File: src/rtl/slot_mapper_top.sv
// Slot mapper: expands a base slot into K consecutive tagged entries, then
// scatters the entry indices into a per-slot owner map. Optional hit mask via SLOT_MAPPER_HIT_MASK_EN.
module slot_mapper_top #(
  parameter int SIZE = 16,
  parameter int K    = 4
) (
  input  logic                                       clk,
  input  logic                                       rst_n,
  input  logic                                       in_valid,
  input  logic [$clog2(SIZE)-1:0]                    num_in,
  output logic                                       out_valid,
  output logic [$clog2(SIZE)*K-1:0]                  num_out,
  output logic [($clog2(SIZE)+$clog2(K))*K-1:0]      out,
  output logic [SIZE*$clog2(K)-1:0]                  results
`ifdef SLOT_MAPPER_HIT_MASK_EN
  ,
  output logic [SIZE-1:0]                            hit_mask
`endif
);

  localparam int NB  = $clog2(SIZE);
  localparam int BIT = $clog2(K);
  localparam int W   = NB + BIT;

  logic [NB*K-1:0]     w_num;
  logic [W*K-1:0]      w_tag;
  logic [SIZE*BIT-1:0] w_res;
  logic [SIZE-1:0]     w_hit;

  logic [NB*K-1:0]     r_num_out;
  logic [W*K-1:0]      r_out;
  logic [SIZE*BIT-1:0] r_results;
  logic [SIZE-1:0]     r_hit;
  logic                r_v1;
  logic                r_v2;

  // Generator and concat: NB-bit addition wraps modulo SIZE by truncation.
  always_comb begin
    w_num = '0;
    w_tag = '0;
    for (int unsigned k = 0; k < K; k++) begin
      w_num[k*NB +: NB] = num_in + NB'(k);
      w_tag[k*W +: W]   = {BIT'(k), w_num[k*NB +: NB]};
    end
  end

  // Selector walks entries from highest to lowest index so the lowest k wins a shared slot.
  always_comb begin
    w_res = '0;
    w_hit = '0;
    for (int unsigned i = 0; i < K; i++) begin
      int unsigned kk;
      int unsigned p;
      kk = K - 1 - i;
      p  = 32'(r_num_out[kk*NB +: NB]);
      w_res[p*BIT +: BIT] = BIT'(kk);
      w_hit[p]            = 1'b1;
    end
  end

  always_ff @(posedge clk or negedge rst_n) begin
    if (!rst_n) begin
      r_num_out <= '0;
      r_out     <= '0;
      r_results <= '0;
      r_hit     <= '0;
      r_v1      <= 1'b0;
      r_v2      <= 1'b0;
    end else begin
      r_v1 <= in_valid;
      r_v2 <= r_v1;
      if (in_valid) begin
        r_num_out <= w_num;
        r_out     <= w_tag;
      end
      if (r_v1) begin
        r_results <= w_res;
        r_hit     <= w_hit;
      end
    end
  end

  assign out_valid = r_v2;
  assign num_out   = r_num_out;
  assign out       = r_out;
  assign results   = r_results;

`ifdef SLOT_MAPPER_HIT_MASK_EN
  assign hit_mask = r_hit;
`else
  logic w_hit_unused;
  assign w_hit_unused = ^r_hit;
`endif

endmodule

File: config.mk
export PLATFORM = sky130hd
export DESIGN_NAME = slot_mapper_top
export DESIGN_NICKNAME = d
export VERILOG_FILES = /design/src/rtl/slot_mapper_top.sv
export SDC_FILE = /design/constraint.sdc
export NUM_CORES = 1
export LEC_CHECK = 0
export BUFFER_PORTS_ARGS = -buffer_cell sky130_fd_sc_hd__buf_2
export CORE_MARGIN = 10
export CORE_UTILIZATION = 35
export DETAILED_ROUTE_END_ITERATION = 8
export GPL_TIMING_DRIVEN = 1
export PLACE_DENSITY = 0.63
export SYNTH_ARGS = -nofsm -noshare
export SYNTH_HDL_FRONTEND = slang
export SYNTH_SLANG_ARGS = --single-unit
File: constraint.sdc
create_clock -name clk -period 2.1 [get_ports clk]
set_input_delay 0.21 -clock clk [delete_from_list [all_inputs] [get_ports clk]]
set_output_delay 0.21 -clock clk [all_outputs]
set_load 0.01 [all_outputs]
==> impl_results.md <==
- Place WS: approximately 0.046 ns
- Total core area: between 0.01 and 0.015 mm^2
- Reg-to-reg endpoint: results[8]
- Crit-path cells: inv_1 -> ha_1 -> nor2b_1 -> o21ai_0 -> buf_4 -> nor2_1 -> a221oi_1
- Die width: about 120 um
- Final wirelength: about 12000 um
- DRT Pass-1 Iters: 5
- Post-synth EDFFs: 0
- Top cells by area, synth: dfrtp_1, ha_1, buf_4
- Worst-Skew Late Latency: 0.30 ns
- Hold Slack: -0.00427 ns
- Period minus WS final: between 2 and 2.5 ns
- Synth top cells by count: dfrtp_1, buf_4, ha_1
- Fmax: between 400 and 500 MHz
- Worst slew margin: between 50 and 60%
- Main synth FF type: dfrtp_1
- CP arrival: about 2.2 ns
- H-tree levels: 2
- CP max stage cell: o21ai_0
- Initial Util: a little over a third
- Synth Area per Inst: 9.04 um^2
- First-pass GRT wire length: 18500 um
- Final WS setup: 0.0884 ns
- TritonCTS clock tree: yes
- Crit share post-route: roughly 96%
- Library cells used by synthesis: 64
- Largest net degree at the start of global routing: 50
- Layout net count: roughly 520
- Seq cells post-synth: approximately 50
- RePlAce Congestion: between 0.9 and 1
- Critical path fanouts, max: 5
- Worst Reg-to-Reg Cells: 7
- Crit path largest cell delay: roughly 0.45 ns
- Fin. max-slew vios: 0
- Root Driver: clkbuf_8
- Util after Layout: roughly 44%
- DRC: 0
- Io pins: 80
- Total of max-cap violations: 0
- DR vias: 3483
- Post-DR vias/cell: 5.56
- Critical Path Source Type: flip-flop
- Worst VDD drop: between 0.3 and 0.4 mV
- Grt total ovfl: 0
- Fillers: 1027
- Total track usage: about 15%
- Power Dens Cells: between 700 and 800 mW/mm^2
- Worst Skew: 0.0140 ns
- Sequential area share after synthesis: roughly a third
- Origin of the critical flop-to-flop path: num_out[8]
- Most area-hungry cell type in the Yosys netlist: dfrtp_1
- Fin. Hold Viols: 8
- Inserted Clock Buffers: 5
- CP top delay family: compound AO/OA/AOI/OAI gates
- Async SR Flop Fraction: 100%
- Initial antenna violation count: 0
- Critical path destination: results[8]
- Full die area: approximately 0.015 mm^2
- Hold buffers post-CTS: 0
- # setup viols final: 0
- Start point of the critical path: num_out[8]
- Worst-Margin Slew: about 0.64 ns
- Routed wire per std cell: between 15 and 20 um
- FP Rows: 37
- Vias in the first global route: roughly 3500
- Worst setup EP type: flip-flop
- 1st-iter DRT viols: around 330
- Hold Path Class: in -> async
- PortBufs: between 70 and 80
- DRT antenna net count: 0
- P_leak: 2.04 nW
- Worst EP required: 2.31 ns
- ANT cells: 0
- Buf/Inv on CP: 2
- Ys Warns: 0
- Most frequent cell after synthesis: dfrtp_1
- Bufs on Longest Clock Path: 2
- Run status: finished, violations left
- Total power draw: approximately 0.0032 W
- Clk sinks: 49
- Flop-to-flop setup slack: slightly below 0.09 ns
- Worst path depth: 7
- Post-Syn Instances: around 400
- Clock transition at the registers of the reported paths: 0.10 ns
- Die H: 122 um
- Area Overhead vs Synth: 24.0%
- Ratio of cells with drive above 1 in the final layout: around 34%
- Share of the synthesized area in the top cell type: roughly a third
- Failing checks: negative hold slack
- Mapped Area: around 0.0036 mm^2
- DPL Wire Length: between 9000 and 10000 um
- WS Path Type: reg -> reg
power by group:
group          switching [W]  internal [W]  total [W]
clock               0.000325      0.000389   0.000714
sequential         0.0000750       0.00105    0.00112
combinational       0.000837      0.000569    0.00141
cell usage in the layout, fill, tap and decap left out, types with 3 or more instances in the layout:
cell | netlist | final
nor3_1 | 8 | 6
o311ai_1 | 1 | 3
and3_1 | 5 | 5
dfrtp_2 | 0 | 3
mux2i_1 | 6 | 6
nand2_1 | 21 | 21
nor2_1 | 21 | 21
conb_1 | 1 | 4
a31oi_1 | 10 | 10
o311ai_0 | 7 | 4
o2bb2ai_1 | 13 | 13
a22o_1 | 4 | 4
a32o_1 | 3 | 3
o21a_1 | 3 | 3
o21ai_0 | 17 | 17
a32oi_1 | 6 | 6
ha_2 | 0 | 3
clkbuf_8 | 0 | 6
and2_1 | 5 | 5
dfrtp_1 | 49 | 46
xnor2_1 | 8 | 8
buf_4 | 25 | 49
or2_2 | 6 | 6
nor2b_1 | 7 | 7
nand2b_1 | 3 | 3
nor3b_1 | 4 | 3
o32ai_1 | 4 | 4
nand3_1 | 17 | 17
nand4_1 | 4 | 4
a21oi_1 | 16 | 16
ha_1 | 23 | 19
a221oi_1 | 4 | 4
a2bb2oi_1 | 4 | 4
o211ai_1 | 12 | 12
buf_2 | 4 | 75
inv_1 | 22 | 20
metrics by stage:
stage               std cells  TNS [ns]  instance area [um^2]
floorplan                 404         0                  3660
global placement          614         0                  4270
detailed placement        614         0                  4270
CTS                       622         0                  4380
global route              626  -0.00485                  4500
finish                    626         0                  4500
per-layer routing:
layer | up-vias | GRT usage (%) | share of wire, % | wire length, um
met1 | 1645 | 21.2 | 46 | 5550
met4 | 0 | 4.25 | 1.8 | 222
met2 | 176 | 24.3 | 44 | 5340
met3 | 20 | 2.96 | 7.4 | 889
met5 | - | 0 | 0 | 0
li1 | 1642 | - | - | -
worst min path at each step:
stage / start / cells after the start / slack, ns / endpoint
2_1_floorplan: rst_n / 0 / -0.09 / num_out[10]
3_3_place_gp: rst_n / 2 / 0.36 / out[17]
3_5_place_dp: rst_n / 2 / 0.36 / out[17]
4_1_cts: rst_n / 2 / 0.02 / out[17]
5_1_grt: rst_n / 2 / 0.06 / r_v1
6_report: rst_n / 2 / -0.004 / num_out[3]
final cells by class:
| cell class | count | area [um^2] | share of cell area (%) |
|---|---|---|---|
| Tap cell | 136 | 170 | 3.79 |
| Multi-Input combinational cell | 286 | 2130 | 47.5 |
| Sequential cell | 49 | 1230 | 27.4 |
| Inverter | 22 | 82.6 | 1.84 |
| Timing Repair Buffer | 125 | 763 | 17.0 |
| Clock inverter | 1 | 30.0 | 0.668 |
| Clock buffer | 7 | 86.3 | 1.92 |
logic make-up after synthesis:
kind of cell / Yosys count / synth area share (%)
muxes: 8 / 2.28
buffers and inverters: 69 / 10.3
DFF: 49 / 33.8
xor gates and xnor gates: 10 / 2.42
other: 1 / 0.103
adders and majority gates: 23 / 7.94
and+or+nand+nor: 118 / 18.0
AOI/OAI and AO/OA: 123 / 25.2
sequential cells by signal (all words and copies together), names as in the netlist:
register,flops
num_out,13
out,2
out_valid,1
r_v1,1
results,32
repair_timing:
action / CTS / global route
buffers inserted: 0 / 4
endpoints found under the setup margin: 0 / 24
resized for setup: 0 / 22
Note: power is estimated with default switching activity, not from simulation.
